$ cat src/rtl/vs10xx_stream_ctrl.sv
// rtl/vs10xx_stream_ctrl.sv - VS10xx decoder controller: reset, SCI init, DREQ-gated SDI streaming
module vs10xx_stream_ctrl #(
  parameter int DATA_W     = 32,
  parameter int ADDR_W     = 17,
  parameter int TRACK_W    = 3,
  parameter int BOOT_CYC   = 2000,
  parameter int HRESET_CYC = 2000,
  parameter int SRESET_CYC = 10000,
  parameter int GAP_CYC    = 2000,
  parameter int SCK_DIV    = 1
) (
  input  logic               clk,
  input  logic               rst,
  input  logic               play,
  input  logic [TRACK_W-1:0] track,
  input  logic [15:0]        volume,
  input  logic [15:0]        bass,
  input  logic               DREQ,
  output logic               mem_req,
  output logic [ADDR_W-1:0]  mem_addr,
  input  logic [DATA_W-1:0]  mem_data,
  input  logic               mem_valid,
  input  logic               mem_last,
  output logic               XCS,
  output logic               XDCS,
  output logic               SCK,
  output logic               SI,
  output logic               XRESET,
  output logic               busy,
  output logic               track_done
);

  // Shift register is wide enough for either a 32-bit SCI frame or one SDI word.
  localparam int SH_W  = (DATA_W > 32) ? DATA_W : 32;
  localparam int C1    = (BOOT_CYC > HRESET_CYC) ? BOOT_CYC : HRESET_CYC;
  localparam int C2    = (SRESET_CYC > GAP_CYC) ? SRESET_CYC : GAP_CYC;
  localparam int CMAX  = (C1 > C2) ? C1 : C2;
  localparam int CNT_W = $clog2(CMAX + 1);
  localparam int DV_W  = $clog2(SCK_DIV) + 1;
  localparam logic [DV_W-1:0] DV_LAST = DV_W'(SCK_DIV - 1);

  localparam logic [2:0] S_BOOT  = 3'd0;
  localparam logic [2:0] S_HRST  = 3'd1;
  localparam logic [2:0] S_SWAIT = 3'd2;
  localparam logic [2:0] S_SCI   = 3'd3;
  localparam logic [2:0] S_GAP   = 3'd4;
  localparam logic [2:0] S_FETCH = 3'd5;
  localparam logic [2:0] S_SDI   = 3'd6;
  localparam logic [2:0] S_DONE  = 3'd7;

  localparam logic [1:0] F_MODE = 2'd0;
  localparam logic [1:0] F_BASS = 2'd1;
  localparam logic [1:0] F_CLKF = 2'd2;
  localparam logic [1:0] F_VOL  = 2'd3;

  function automatic logic [31:0] frame_word(input logic [1:0] sel,
                                             input logic [15:0] b,
                                             input logic [15:0] v);
    logic [31:0] f;
    case (sel)
      F_MODE:  f = {8'h02, 8'h00, 16'h0804};
      F_BASS:  f = {8'h02, 8'h02, b};
      F_CLKF:  f = {8'h02, 8'h03, 16'h7000};
      default: f = {8'h02, 8'h0B, v};
    endcase
    return f;
  endfunction

  logic              rst_meta_q, rst_sync_q;
  logic [TRACK_W-1:0] track_q;
  logic [2:0]        st_q, st_d;
  logic [CNT_W-1:0]  cnt_q, cnt_d;
  logic [SH_W-1:0]   sh_q, sh_d;
  logic [6:0]        nbit_q, nbit_d;
  logic [DV_W-1:0]   dv_q, dv_d;
  logic              ph_q, ph_d, act_q, act_d, tail_q, tail_d;
  logic [1:0]        sel_q, sel_d;
  logic              init_q, init_d, last_q, last_d;
  logic [15:0]       sbass_q, sbass_d, svol_q, svol_d;
  logic              bval_q, bval_d, vval_q, vval_d;
  logic              xcs_q, xcs_d, xdcs_q, xdcs_d, sck_q, sck_d, si_q, si_d;
  logic              xreset_q, xreset_d, mem_req_q, mem_req_d;
  logic [ADDR_W-1:0] mem_addr_q, mem_addr_d;
  logic              busy_q, busy_d, tdone_q, tdone_d;

  logic       do_wd, ld_en;
  logic [1:0] ld_sel;
  logic [6:0] nbit_nx;
  logic       go, bass_chg, vol_chg, trk_chg;

  assign nbit_nx  = nbit_q - 7'd1;
  assign go       = DREQ && play;
  assign bass_chg = !bval_q || (bass != sbass_q);
  assign vol_chg  = !vval_q || (volume != svol_q);
  assign trk_chg  = (track != track_q);

  // Reset release is synchronised; assertion acts immediately through the async path.
  always_ff @(posedge clk or negedge rst) begin
    if (!rst) begin
      rst_meta_q <= 1'b0;
      rst_sync_q <= 1'b0;
      track_q    <= '0;
    end else begin
      rst_meta_q <= 1'b1;
      rst_sync_q <= rst_meta_q;
      track_q    <= track;
    end
  end

  // Next-state logic: sequencer, shared bit engine, word-boundary decisions, restart.
  always_comb begin
    st_d = st_q;       cnt_d = cnt_q;     sh_d = sh_q;       nbit_d = nbit_q;
    dv_d = dv_q;       ph_d = ph_q;       act_d = act_q;     tail_d = tail_q;
    sel_d = sel_q;     init_d = init_q;   last_d = last_q;
    sbass_d = sbass_q; svol_d = svol_q;   bval_d = bval_q;   vval_d = vval_q;
    xcs_d = xcs_q;     xdcs_d = xdcs_q;   sck_d = sck_q;     si_d = si_q;
    xreset_d = xreset_q; mem_req_d = mem_req_q; mem_addr_d = mem_addr_q;
    busy_d = busy_q;   tdone_d = 1'b0;
    do_wd = 1'b0;      ld_en = 1'b0;      ld_sel = sel_q;

    case (st_q)
      S_BOOT: begin
        if (cnt_q == CNT_W'(BOOT_CYC - 1)) begin
          cnt_d = '0; st_d = S_HRST; xreset_d = 1'b0; busy_d = 1'b1;
        end else cnt_d = cnt_q + CNT_W'(1);
      end
      S_HRST: begin
        if (cnt_q == CNT_W'(HRESET_CYC - 1)) begin
          cnt_d = '0; st_d = S_SWAIT; xreset_d = 1'b1;
        end else cnt_d = cnt_q + CNT_W'(1);
      end
      S_SWAIT: begin
        if (cnt_q == CNT_W'(SRESET_CYC - 1)) begin
          cnt_d = '0; init_d = 1'b1; ld_en = 1'b1; ld_sel = F_MODE;
        end else cnt_d = cnt_q + CNT_W'(1);
      end
      S_SCI: begin
        if (tail_q) begin
          tail_d = 1'b0; xcs_d = 1'b1; st_d = S_GAP; cnt_d = '0;
        end else if (!act_q) begin
          // DREQ only gates the first bit; the frame then runs to completion.
          if (DREQ) begin
            act_d = 1'b1; xcs_d = 1'b0; si_d = sh_q[SH_W-1]; dv_d = '0; ph_d = 1'b0;
          end
        end else if (dv_q != DV_LAST) begin
          dv_d = dv_q + DV_W'(1);
        end else if (!ph_q) begin
          dv_d = '0; ph_d = 1'b1; sck_d = 1'b1;
        end else begin
          dv_d = '0; ph_d = 1'b0; sck_d = 1'b0; sh_d = sh_q << 1; nbit_d = nbit_nx;
          if (nbit_nx == 7'd0) begin
            act_d = 1'b0; tail_d = 1'b1; si_d = 1'b0;
          end else si_d = sh_q[SH_W-2];
        end
      end
      S_GAP: begin
        if (cnt_q == CNT_W'(GAP_CYC - 1)) begin
          cnt_d = '0;
          if (init_q) begin
            if (sel_q != F_VOL) begin
              ld_en = 1'b1; ld_sel = sel_q + 2'd1;
            end else begin
              init_d = 1'b0; mem_req_d = 1'b1; st_d = S_FETCH;
            end
          end else do_wd = 1'b1;
        end else cnt_d = cnt_q + CNT_W'(1);
      end
      S_FETCH: begin
        if (mem_valid) begin
          sh_d = SH_W'(mem_data) << (SH_W - DATA_W);
          last_d = mem_last; mem_req_d = 1'b0; nbit_d = 7'(DATA_W);
          st_d = S_SDI; dv_d = '0; ph_d = 1'b0;
          if (go) begin
            act_d = 1'b1; xdcs_d = 1'b0; si_d = mem_data[DATA_W-1];
          end else act_d = 1'b0;
        end
      end
      S_SDI: begin
        if (!act_q) begin
          if (go) begin
            act_d = 1'b1; xdcs_d = 1'b0; si_d = sh_q[SH_W-1]; dv_d = '0; ph_d = 1'b0;
          end
        end else if (dv_q != DV_LAST) begin
          dv_d = dv_q + DV_W'(1);
        end else if (!ph_q) begin
          dv_d = '0; ph_d = 1'b1; sck_d = 1'b1;
        end else begin
          dv_d = '0; ph_d = 1'b0; sck_d = 1'b0; sh_d = sh_q << 1; nbit_d = nbit_nx;
          if (nbit_nx == 7'd0) begin
            act_d = 1'b0; xdcs_d = 1'b1; si_d = 1'b0; do_wd = 1'b1;
          end else if ((nbit_nx[2:0] == 3'd0) && !go) begin
            // Byte boundary with decoder full or paused: park between bytes.
            act_d = 1'b0; xdcs_d = 1'b1; si_d = 1'b0;
          end else si_d = sh_q[SH_W-2];
        end
      end
      default: ;
    endcase

    if (do_wd) begin
      if (bass_chg) begin
        ld_en = 1'b1; ld_sel = F_BASS;
      end else if (vol_chg) begin
        ld_en = 1'b1; ld_sel = F_VOL;
      end else if (last_q) begin
        tdone_d = 1'b1; busy_d = 1'b0; st_d = S_DONE;
      end else begin
        mem_addr_d = mem_addr_q + ADDR_W'(1); mem_req_d = 1'b1; st_d = S_FETCH;
      end
    end

    if (ld_en) begin
      sh_d = SH_W'(frame_word(ld_sel, bass, volume)) << (SH_W - 32);
      sel_d = ld_sel; nbit_d = 7'd32; act_d = 1'b0; tail_d = 1'b0;
      dv_d = '0; ph_d = 1'b0; st_d = S_SCI;
      if (ld_sel == F_BASS) begin sbass_d = bass;   bval_d = 1'b1; end
      if (ld_sel == F_VOL)  begin svol_d  = volume; vval_d = 1'b1; end
    end

    // Held reset after release and track change both restart from BOOT.
    if (!rst_sync_q || trk_chg) begin
      st_d = S_BOOT;   cnt_d = '0;      sh_d = '0;       nbit_d = '0;
      dv_d = '0;       ph_d = 1'b0;     act_d = 1'b0;    tail_d = 1'b0;
      sel_d = F_MODE;  init_d = 1'b0;   last_d = 1'b0;
      sbass_d = '0;    svol_d = '0;     bval_d = 1'b0;   vval_d = 1'b0;
      xcs_d = 1'b1;    xdcs_d = 1'b1;   sck_d = 1'b0;    si_d = 1'b0;
      xreset_d = 1'b1; mem_req_d = 1'b0; mem_addr_d = '0;
      busy_d = 1'b0;   tdone_d = 1'b0;
    end
  end

  // State and output registers; async reset forces idle outputs at once.
  always_ff @(posedge clk or negedge rst) begin
    if (!rst) begin
      st_q <= S_BOOT;   cnt_q <= '0;      sh_q <= '0;       nbit_q <= '0;
      dv_q <= '0;       ph_q <= 1'b0;     act_q <= 1'b0;    tail_q <= 1'b0;
      sel_q <= F_MODE;  init_q <= 1'b0;   last_q <= 1'b0;
      sbass_q <= '0;    svol_q <= '0;     bval_q <= 1'b0;   vval_q <= 1'b0;
      xcs_q <= 1'b1;    xdcs_q <= 1'b1;   sck_q <= 1'b0;    si_q <= 1'b0;
      xreset_q <= 1'b1; mem_req_q <= 1'b0; mem_addr_q <= '0;
      busy_q <= 1'b0;   tdone_q <= 1'b0;
    end else begin
      st_q <= st_d;     cnt_q <= cnt_d;   sh_q <= sh_d;     nbit_q <= nbit_d;
      dv_q <= dv_d;     ph_q <= ph_d;     act_q <= act_d;   tail_q <= tail_d;
      sel_q <= sel_d;   init_q <= init_d; last_q <= last_d;
      sbass_q <= sbass_d; svol_q <= svol_d; bval_q <= bval_d; vval_q <= vval_d;
      xcs_q <= xcs_d;   xdcs_q <= xdcs_d; sck_q <= sck_d;   si_q <= si_d;
      xreset_q <= xreset_d; mem_req_q <= mem_req_d; mem_addr_q <= mem_addr_d;
      busy_q <= busy_d; tdone_q <= tdone_d;
    end
  end

  assign XCS        = xcs_q;
  assign XDCS       = xdcs_q;
  assign SCK        = sck_q;
  assign SI         = si_q;
  assign XRESET     = xreset_q;
  assign mem_req    = mem_req_q;
  assign mem_addr   = mem_addr_q;
  assign busy       = busy_q;
  assign track_done = tdone_q;

endmodule
$ cat config.mk
export PLATFORM = sky130hd
export DESIGN_NAME = vs10xx_stream_ctrl
export DESIGN_NICKNAME = d
export VERILOG_FILES = /design/src/rtl/vs10xx_stream_ctrl.sv
export SDC_FILE = /design/constraint.sdc
export NUM_CORES = 1
export LEC_CHECK = 0
export CAP_MARGIN = 20
export CELL_PAD_IN_SITES_DETAIL_PLACEMENT = 1
export CELL_PAD_IN_SITES_GLOBAL_PLACEMENT = 1
export CORE_ASPECT_RATIO = 0.8
export CORE_MARGIN = 1.5
export CORE_UTILIZATION = 40
export CTS_CLUSTER_DIAMETER = 40
export DETAILED_ROUTE_END_ITERATION = 8
export PLACE_DENSITY = 0.78
export SLEW_MARGIN = 40
export SYNTH_ARGS = -nofsm -noshare
export SYNTH_HDL_FRONTEND = slang
export SYNTH_SLANG_ARGS = --single-unit
$ cat constraint.sdc
create_clock -name clk -period 3.8 [get_ports clk]
set_clock_uncertainty 0.05 [all_clocks]
set_input_delay 0.57 -clock clk [delete_from_list [all_inputs] [get_ports clk]]
set_output_delay 0.57 -clock clk [all_outputs]
set_load 0.1 [all_outputs]
# Word level (Yosys, flattened, before mapping)
# Cells that the tools add are included.
# Widths: inputs -> output; s select.
[op_classes] n_div=0 n_addsub=5 n_mux=183 n_shift=0 reduce_logical=43 n_lt_le_gt_ge=0 multipliers=0 n_bitwise=0 n_eq_ne=38
[ops] cell="$mux 32" n=7
[ops] cell="$mux 1" n=115
[ops] cell="$mux 16" n=6
[ops] cell="$pmux 32 s3" n=1
[ops] cell="$mux 17" n=5
[ops] cell="$pmux 20 s3" n=1
[ops] cell="$mux 14" n=4
[ops] cell="$mux 7" n=7
[ops] cell="$pmux 14 s3" n=1
[ops] cell="$mux 3" n=12
[ops] cell="$ne 16x16->1" n=2
[ops] cell="$ne 4x4->1 const B" n=8
[ops] cell="$ne 3x3->1 const B" n=8
[ops] cell="$pmux 7 s3" n=1
[ops] cell="$mux 2" n=10
[ops] cell="$reduce_bool 3->1" n=6
[ops] cell="$add 17x1->17 const B" n=1
[ops] cell="$ne 5x5->1 const B" n=3
[ops] cell="$pmux 3 s5" n=1
[ops] cell="$add 14x1->14 const B" n=1
[ops] cell="$eq 14x11->1 const B" n=1
[ops] cell="$eq 14x14->1 const B" n=1
[ops] cell="$pmux 1 s2" n=7
[ops] cell="$reduce_bool 2->1" n=7
[ops] cell="other kinds (28)" n=53
[totals] ff_bits=128 latchBits=0 n_memories=0 out_inout_bits=25 word_cells=296 rom_bits=0 ram_bits=0 in_bits=73

# Depth between registers and ports, before layout
# Gate-level depths: netlist of run 1.
[logic_depth] ltp_word=12 depth_mapped=13

# Worst setup path before layout of run 1
# Ideal clock, no wire load.
[synth_timing] path_type="register to register" start="register nbit_q[0]" end="register svol_q[0]" path_stages_with_launch=14 required_ns=3.618 t_arrival_ns=2.760 n_path_buf=3 slack_ns=0.858 cell_sequence="dfrtp_1 > inv_1 > ha_1 > buf_2 > nor2_1 > a31oi_1 > or3b_2 > o31ai_2 > a21oi_2 > nor3_2 > buf_6 > buf_8 > mux2i_1 > nor2_1"
[synth_between] elab_chain_cells=11
[synth_lines] element="from (decl)" line_no="74" source="logic [6:0] nbit_q, nbit_d;"
[synth_lines] element="from (signal assigned)" line_no="235" source="st_q <= S_BOOT; cnt_q <= '0; sh_q <= '0; nbit_q <= '0;"
[synth_lines] element="from (signal assigned)" line_no="243" source="st_q <= st_d; cnt_q <= cnt_d; sh_q <= sh_d; nbit_q <= nbit_d;"
[synth_lines] element="$sub 7x1->7 *" line_no="91" source="assign nbit_nx = nbit_q - 7'd1;"
[synth_lines] element="$logic_not 7->1 *" line_no="189" source="if (nbit_nx == 7'd0) begin"
[synth_lines] element="$mux 1 *" line_no="189"
[synth_lines] element="$mux 1 *" line_no="185" source="end else if (!ph_q) begin"
[synth_lines] element="$mux 1 *"
[synth_lines] element="$mux 1 *" line_no="179" source="if (!act_q) begin"
[synth_lines] element="$pmux 1 s2 *" line_no="121" source="case (st_q)"
[synth_lines] element="$mux 2" line_no="200" source="if (do_wd) begin"
[synth_lines] element="$eq 2x2->1" line_no="217" source="if (ld_sel == F_VOL) begin svol_d = volume; vval_d = 1'b1; end"
[synth_lines] element="$reduce_bool 2->1 (no line)"
[synth_lines] element="$reduce_and 2->1 (no line) *"
[synth_lines] element="to (signal assigned)" line_no="246" source="sbass_q <= sbass_d; svol_q <= svol_d; bval_q <= bval_d; vval_q <= vval_d;"
[synth_lines] element="to (decl)" line_no="79" source="logic [15:0] sbass_q, sbass_d, svol_q, svol_d;"
# Mark *: on every way between the ends. The rest lies on a longest branch, timed or not.
# A chain may end at the register's enable or synchronous reset.

# Worst setup path in the final report of run 1
[layout_timing] start="register nbit_q[0]" end="register sbass_q[2]"
[layout_between] elab_chain_cells=11
[layout_lines] element="$sub 7x1->7 *" line_no="91"
[layout_lines] element="$logic_not 7->1 *" line_no="189"
[layout_lines] element="$mux 1 *" line_no="189"
[layout_lines] element="$mux 1 *" line_no="185"
[layout_lines] element="$mux 1 *"
[layout_lines] element="$mux 1 *" line_no="179"
[layout_lines] element="$pmux 1 s2 *" line_no="121"
[layout_lines] element="$mux 2" line_no="200"
[layout_lines] element="$eq 2x1->1" line_no="216" source="if (ld_sel == F_BASS) begin sbass_d = bass; bval_d = 1'b1; end"
[layout_lines] element="$reduce_bool 2->1 (no line)"
[layout_lines] element="$reduce_and 2->1 (no line) *"
[layout_lines] element="to (signal assigned)" line_no="246"
[layout_lines] element="to (decl)" line_no="79"
# Marks and branches as above.

==> results of run 1 <==
[where the power goes]
group          internal (mW)  switching (mW)
clock network           1.02           0.611
logic                  0.102           0.122
registers               1.36         0.00349
total                   2.48           0.736
[cell usage in the layout, fill, tap and decap left out, types with 5 or more instances in the layout]
master,count
nor2b_1,5
nor3_1,17
clkdlybuf4s50_1,71
clkinv_2,5
nor2_1,89
nand2b_1,7
clkbuf_16,17
and3_1,9
nand4_1,21
mux2i_1,63
o21ai_1,32
o2bb2ai_1,5
a31oi_1,5
o21ai_0,26
a21oi_1,41
o31ai_1,8
a22oi_1,8
nand2_1,91
nor4_1,5
dfrtp_1,124
or3_1,12
inv_1,12
buf_2,25
xor2_1,27
nand3_1,19
xnor2_1,30
buf_4,25
and2_1,5
[stage by stage]
stage | power (mW) | hold WS [ps]
finish | 3.217 | 13.30
floorplan | 1.451 | 224.4
detailed placement | 1.610 | 287.3
global route | 3.319 | 43.67
CTS | 3.252 | 39.82
global placement | 1.603 | 284.9
[sequential cells by signal, summed over array words and instances (netlist names), 2 cells and up]
register  count
sh_q         32
mem_addr     17
sbass_q      16
svol_q       16
cnt_q        14
nbit_q        7
st_q          3
track_q       3
sel_q         2
[kinds of logic after synthesis]
kind of cell	count (synthesis)
adders and majority gates	4
muxes	66
DFF	127
other	1
buffers and inverters	55
AOI/OAI and AO/OA	172
and+or+nand+nor	315
xor gates and xnor gates	57
[final cells by class]
| class | instances | area [sq um] | share of cell area |
|---|---|---|---|
| well taps | 230 | 287.8 | 0.03166 |
| repair buffers | 124 | 1086 | 0.1195 |
| inverters | 12 | 45.04 | 0.004956 |
| clock inverters | 7 | 85.08 | 0.009361 |
| multi-input cells | 615 | 3915 | 0.4308 |
| clock buffers | 23 | 488.0 | 0.05369 |
| flip-flops and latches | 127 | 3182 | 0.3501 |
[layer usage]
layer | vias up | wire length (um)
met1 | 3273 | 10910
met2 | 147 | 10060
li1 | 3043 | -
met5 | - | 13
met3 | 26 | 901
met4 | 2 | 260
[worst max-delay path by stage]
stage | start | end | slack [ps] | cells after the start
after floorplan | nbit_q[0] | svol_q[0] | 860 | 13
after global placement | volume[2] | sbass_q[1] | 210 | 10
after detailed placement | volume[2] | sbass_q[2] | 140 | 10
after CTS | nbit_q[0] | sbass_q[2] | 350 | 12
after global routing | nbit_q[0] | sbass_q[14] | 100 | 12
final | nbit_q[0] | sbass_q[2] | 360 | 12
==> flow_metrics.py, run 1 <==
metrics = {
    "status": {
        "status": "complete, no violations",
    },
    "sta": {
        "worst_pin_slew_ps": 659.9,
        "fin_tns_setup_ps": 0,
        "finalHoldViolCount": 0,
        "slew_headroom": 0.5600,
        "finalCriticalPeriod_ps": 3441,
        "timing.final.ws_setup_ps": 359.4,
        "setup-violations-final": 0,
        "slew_viol_final": 0,
        "rsz0062_at_grt": "no",
        "timing.fmax_mhz": 290.7,
        "fin_crit_sh": 0.9054,
    },
    "global_route": {
        "grt_max_degree": 62,
        "antenna_found_initial": 1,
        "use_met1": 0.3511,
        "grtUsageMet2": 0.3672,
        "use_met3": 0.04365,
        "grt_overflow": 0,
        "top_usage_layer": "met2",
        "grt_usage": 0.2420,
        "grt_pass1_wl_um": 36400,
        "grt_pass1_vias": 6686,
    },
    "drt": {
        "drc": 0,
        "first_pass_iters": 5,
        "vias_per_cell": 5.704,
        "postRouteAntennaNets": 0,
        "routedWlPerCell_um": 19.45,
        "drt-total-wl_um": 22140,
        "vias": 6491,
        "first_iter_violations": 429,
    },
    "synth": {
        "synth_top_area_frac": 0.4224,
        "ys_seq_area_frac": 0.4331,
        "ys_seq_elements": 127,
        "synth-edff-count": 0,
        "yosysWarnings": 0,
        "synth_xor_area_frac": 0.06796,
        "synth-main-ff-cell": "dfrtp_1",
        "netlist_instances": 797,
        "synthAdderAreaFrac": 0.006813,
        "synthDistinctLibCells": 78,
        "syn_area_per_cell_sq_um": 9.217,
        "synth_top_family_by_area": "simple AND/OR/NAND/NOR gates",
        "synth_most_common_cell": "dfrtp_1",
        "synthSimpleGateAreaFrac": 0.2139,
        "syn-cell-area_sq_mm": 0.007346,
        "synth_nets": 874,
        "muxShareOfSynthArea": 0.09044,
        "synthArstFlopShare": 1.000,
        "yosys-top-cells-area": "dfrtp_1 42%, mux2i_1 8.6%, nand2_1 4.6%",
        "synth_common_cells": "124 x dfrtp_1, 91 x nand2_1, 89 x nor2_1, 63 x mux2i_1, 42 x a21oi_1",
        "synth_compound_area_frac": 0.1521,
        "yosysTopAreaCell": "dfrtp_1",
    },
    "run": {
        "maxCapViolations": 0,
    },
    "critical_path": {
        "r2r-start": "nbit_q[0]",
        "path_buf_inv": 3,
        "r2r_end": "sbass_q[2]",
        "crit_top_cell": "buf_4",
        "worstPathCellList": "inv_1 -> ha_1 -> and3b_1 -> a31oi_1 -> or3b_2 -> o31ai_2 -> a21oi_2 -> buf_4 -> nor3_2 -> buf_4 -> mux2i_1 -> nor2_1",
        "crit_family": "simple AND/OR/NAND/NOR gates",
        "slowest_delay_ps": 520,
        "critPathMaxFanout": 8,
        "regToRegSetupSlack_ps": 360,
        "rr_worst_depth": 12,
        "crit_arrival_ps": 3680,
        "slowest_stage": "or3b_2",
        "path_class": "flip-flop to flip-flop",
        "crit_required_ps": 4030,
        "endpoint_kind": "flip-flop",
        "cp-start-kind": "flip-flop",
    },
    "clock_tree": {
        "post_cts_resized": 0,
        "clk_latency_ps": 430,
        "cts_root_buffer": "clkbuf_16",
        "cts_buffers": 17,
        "cts_tree": "done",
        "hold_buffers": 0,
        "cts_setup_buffers": 0,
        "cts_buffer_depth": 2,
        "clk_pin_slew_ps": 60,
        "h-tree-depth": 4,
        "cts.sinks": 127,
    },
    "floorplanning": {
        "dieHeight_um": 124.2,
        "dieArea_sq_mm": 0.01919,
        "rows": 44,
        "core_area_sq_mm": 0.01806,
        "io_pins": 98,
        "start_util": 0.4068,
        "die_w_um": 154.5,
    },
    "place": {
        "dpl_cell_area_sq_mm": 0.008516,
        "dp.cells": 1108,
        "portBuffers": 97,
        "place.gp.congestion": 0.8694,
        "post-place-ws_ps": 136.7,
        "place_hpwl_um": 15760,
    },
    "cells_and_area": {
        "post-route-util": 0.5033,
        "insertedDiodeCount": 0,
        "fin_nets": 974,
        "synthToLayoutAreaGrowth_pct": 23.73,
        "final_cell_area_sq_mm": 0.009089,
        "fillCellCount": 2086,
        "drive_above_1_share": 0.1189,
        "layout.cells.non_filler": 1138,
    },
    "pwr": {
        "peakVddDrop_mv": 0.1781,
        "power_density_mw_per_mm2": 354.0,
        "leakage_nw": 3.706,
    },
    "min_path": {
        "hold_class": "input pin to async pin",
    },
}
Note: power is estimated with default switching activity, not from simulation.
==> run 2: changes to the inputs <==
--- a/constraint.sdc
+++ b/constraint.sdc
@@ -4,2 +4,2 @@
 set_output_delay 0.57 -clock clk [all_outputs]
-set_load 0.1 [all_outputs]
+set_load 0.02 [all_outputs]
==> run 2 against run 1 <==
Fmax fell by 0.53%. Design area up 1.1%. Die area is the same. Sequential share of layout area down 0.40 points. Sequential power about the same. Core utilization is 0.58 points higher. Total power down 2.0%. Final cell count about the same. Register-to-register slack worse by 20 ps. Critical endpoint unchanged. Largest cell class unchanged. Largest power group unchanged.
==> flow_metrics.py, run 2 (synthesis results as in run 1) <==
metrics = {
    "floorplanning": {
        "rows": 44,
        "dieHeight_um": 124.2,
        "io_pins": 98,
        "start_util": 0.4068,
        "die_w_um": 154.5,
        "core_area_sq_mm": 0.01806,
        "dieArea_sq_mm": 0.01919,
    },
    "global_route": {
        "grt_pass1_vias": 6700,
        "antenna_found_initial": 1,
        "grt_overflow": 0,
        "grt_usage": 0.2435,
        "grt_pass1_wl_um": 36600,
        "grt_max_degree": 62,
    },
    "status": {
        "status": "complete, no violations",
    },
    "drt": {
        "postRouteAntennaNets": 0,
        "first_iter_violations": 489,
        "first_pass_iters": 5,
        "drc": 0,
        "vias": 6493,
        "drt-total-wl_um": 22260,
        "routedWlPerCell_um": 19.54,
        "vias_per_cell": 5.701,
    },
    "sta": {
        "slew_viol_final": 0,
        "fin_tns_setup_ps": 0,
        "timing.final.ws_setup_ps": 341.2,
        "slew_headroom": 0.5578,
        "worst_pin_slew_ps": 659.7,
        "finalHoldViolCount": 0,
        "rsz0062_at_grt": "no",
        "fin_crit_sh": 0.9102,
        "finalCriticalPeriod_ps": 3459,
        "setup-violations-final": 0,
        "timing.fmax_mhz": 289.1,
    },
    "clock_tree": {
        "cts_tree": "done",
        "cts_buffers": 17,
        "clk_latency_ps": 430,
        "cts.sinks": 127,
        "clk_pin_slew_ps": 60,
        "hold_buffers": 0,
        "cts_buffer_depth": 2,
        "h-tree-depth": 4,
        "cts_root_buffer": "clkbuf_16",
        "post_cts_resized": 0,
        "cts_setup_buffers": 0,
    },
    "cells_and_area": {
        "largest-register": "sh_q",
        "synthToLayoutAreaGrowth_pct": 25.14,
        "largest_reg_flops": 32,
        "mostFrequentLayoutCell": "dfrtp_1",
        "insertedDiodeCount": 0,
        "fillCellCount": 2088,
        "drive_above_1_share": 0.09131,
        "layout_common_cells": "124 x dfrtp_1, 96 x clkdlybuf4s50_1, 91 x nand2_1",
        "fin_nets": 974,
    },
    "critical_path": {
        "critPathMaxFanout": 8,
        "rr_worst_depth": 12,
        "worstPathCellList": "inv_1 -> ha_1 -> and3b_1 -> a31oi_1 -> or3b_2 -> o31ai_2 -> a21oi_2 -> buf_4 -> nor3_2 -> buf_4 -> mux2i_1 -> nor2_1",
        "slowest_stage": "or3b_2",
        "crit_arrival_ps": 3690,
        "crit_required_ps": 4030,
        "cp-start-kind": "flip-flop",
        "path_buf_inv": 3,
        "r2r-start": "nbit_q[0]",
        "crit_family": "simple AND/OR/NAND/NOR gates",
        "slowest_delay_ps": 530,
        "regToRegSetupSlack_ps": 340,
        "r2r_end": "sbass_q[2]",
        "path_class": "flip-flop to flip-flop",
        "endpoint_kind": "flip-flop",
        "crit_top_cell": "buf_4",
    },
    "place": {
        "place_hpwl_um": 15800,
        "post-place-ws_ps": 122.8,
        "place.gp.congestion": 0.8694,
        "portBuffers": 97,
    },
    "pwr": {
        "power_density_mw_per_mm2": 343.1,
        "peakVddDrop_mv": 0.1789,
        "leakage_nw": 3.655,
    },
    "run": {
        "maxCapViolations": 0,
    },
    "min_path": {
        "hold_class": "input pin to async pin",
    },
}
[run 2: worst max path at each step]
stage,from,to,slack (ps),cells past startpoint
floorplan,nbit_q[0],svol_q[0],860,13
global placement,volume[2],sbass_q[1],210,10
detailed placement,volume[6],sbass_q[2],120,10
CTS,nbit_q[0],sbass_q[2],330,12
global route,nbit_q[0],svol_q[15],130,12
finish,nbit_q[0],sbass_q[2],340,12
[run 2: routing by layer]
metal	up-vias	GRT usage	share of wire
li1	3048	-	-
met1	3258	0.3500	0.49
met2	157	0.3731	0.46
met3	28	0.04923	0.039
met4	2	0.06561	0.014
met5	-	0	0.00058
[run 2: through the flow]
step                      cell area [sq um]  hold WS (ps)  cells  power (mW)    util
final                                  9193         27.98   1139       3.154  0.5091
after CTS                              9193         43.47   1139       3.174  0.5091
after floorplan                        7346         224.4    797       1.451       -
after detailed placement               8641         291.8   1108       1.609  0.4785
after global routing                   9193         54.95   1139       3.251  0.5091
after global placement                 8605         284.9   1107       1.603  0.4765
[run 2: area by class of cell]
| type | instances | area, sq um | area share |
|---|---|---|---|
| clock buffers | 24 | 491.7 | 0.05349 |
| clock inverters | 7 | 60.06 | 0.006533 |
| inverters | 12 | 45.04 | 0.004900 |
| multi-input cells | 615 | 3915 | 0.4259 |
| flip-flops and latches | 127 | 3182 | 0.3461 |
| well taps | 230 | 287.8 | 0.03131 |
| repair buffers | 124 | 1211 | 0.1318 |
[run 2: report_power, final]
group / internal [mW] / total (mW) / switching, mW
Combinational: 0.102 / 0.224 / 0.122
Sequential: 1.36 / 1.36 / 0.00339
Clock: 0.958 / 1.57 / 0.612
Total: 2.42 / 3.15 / 0.737
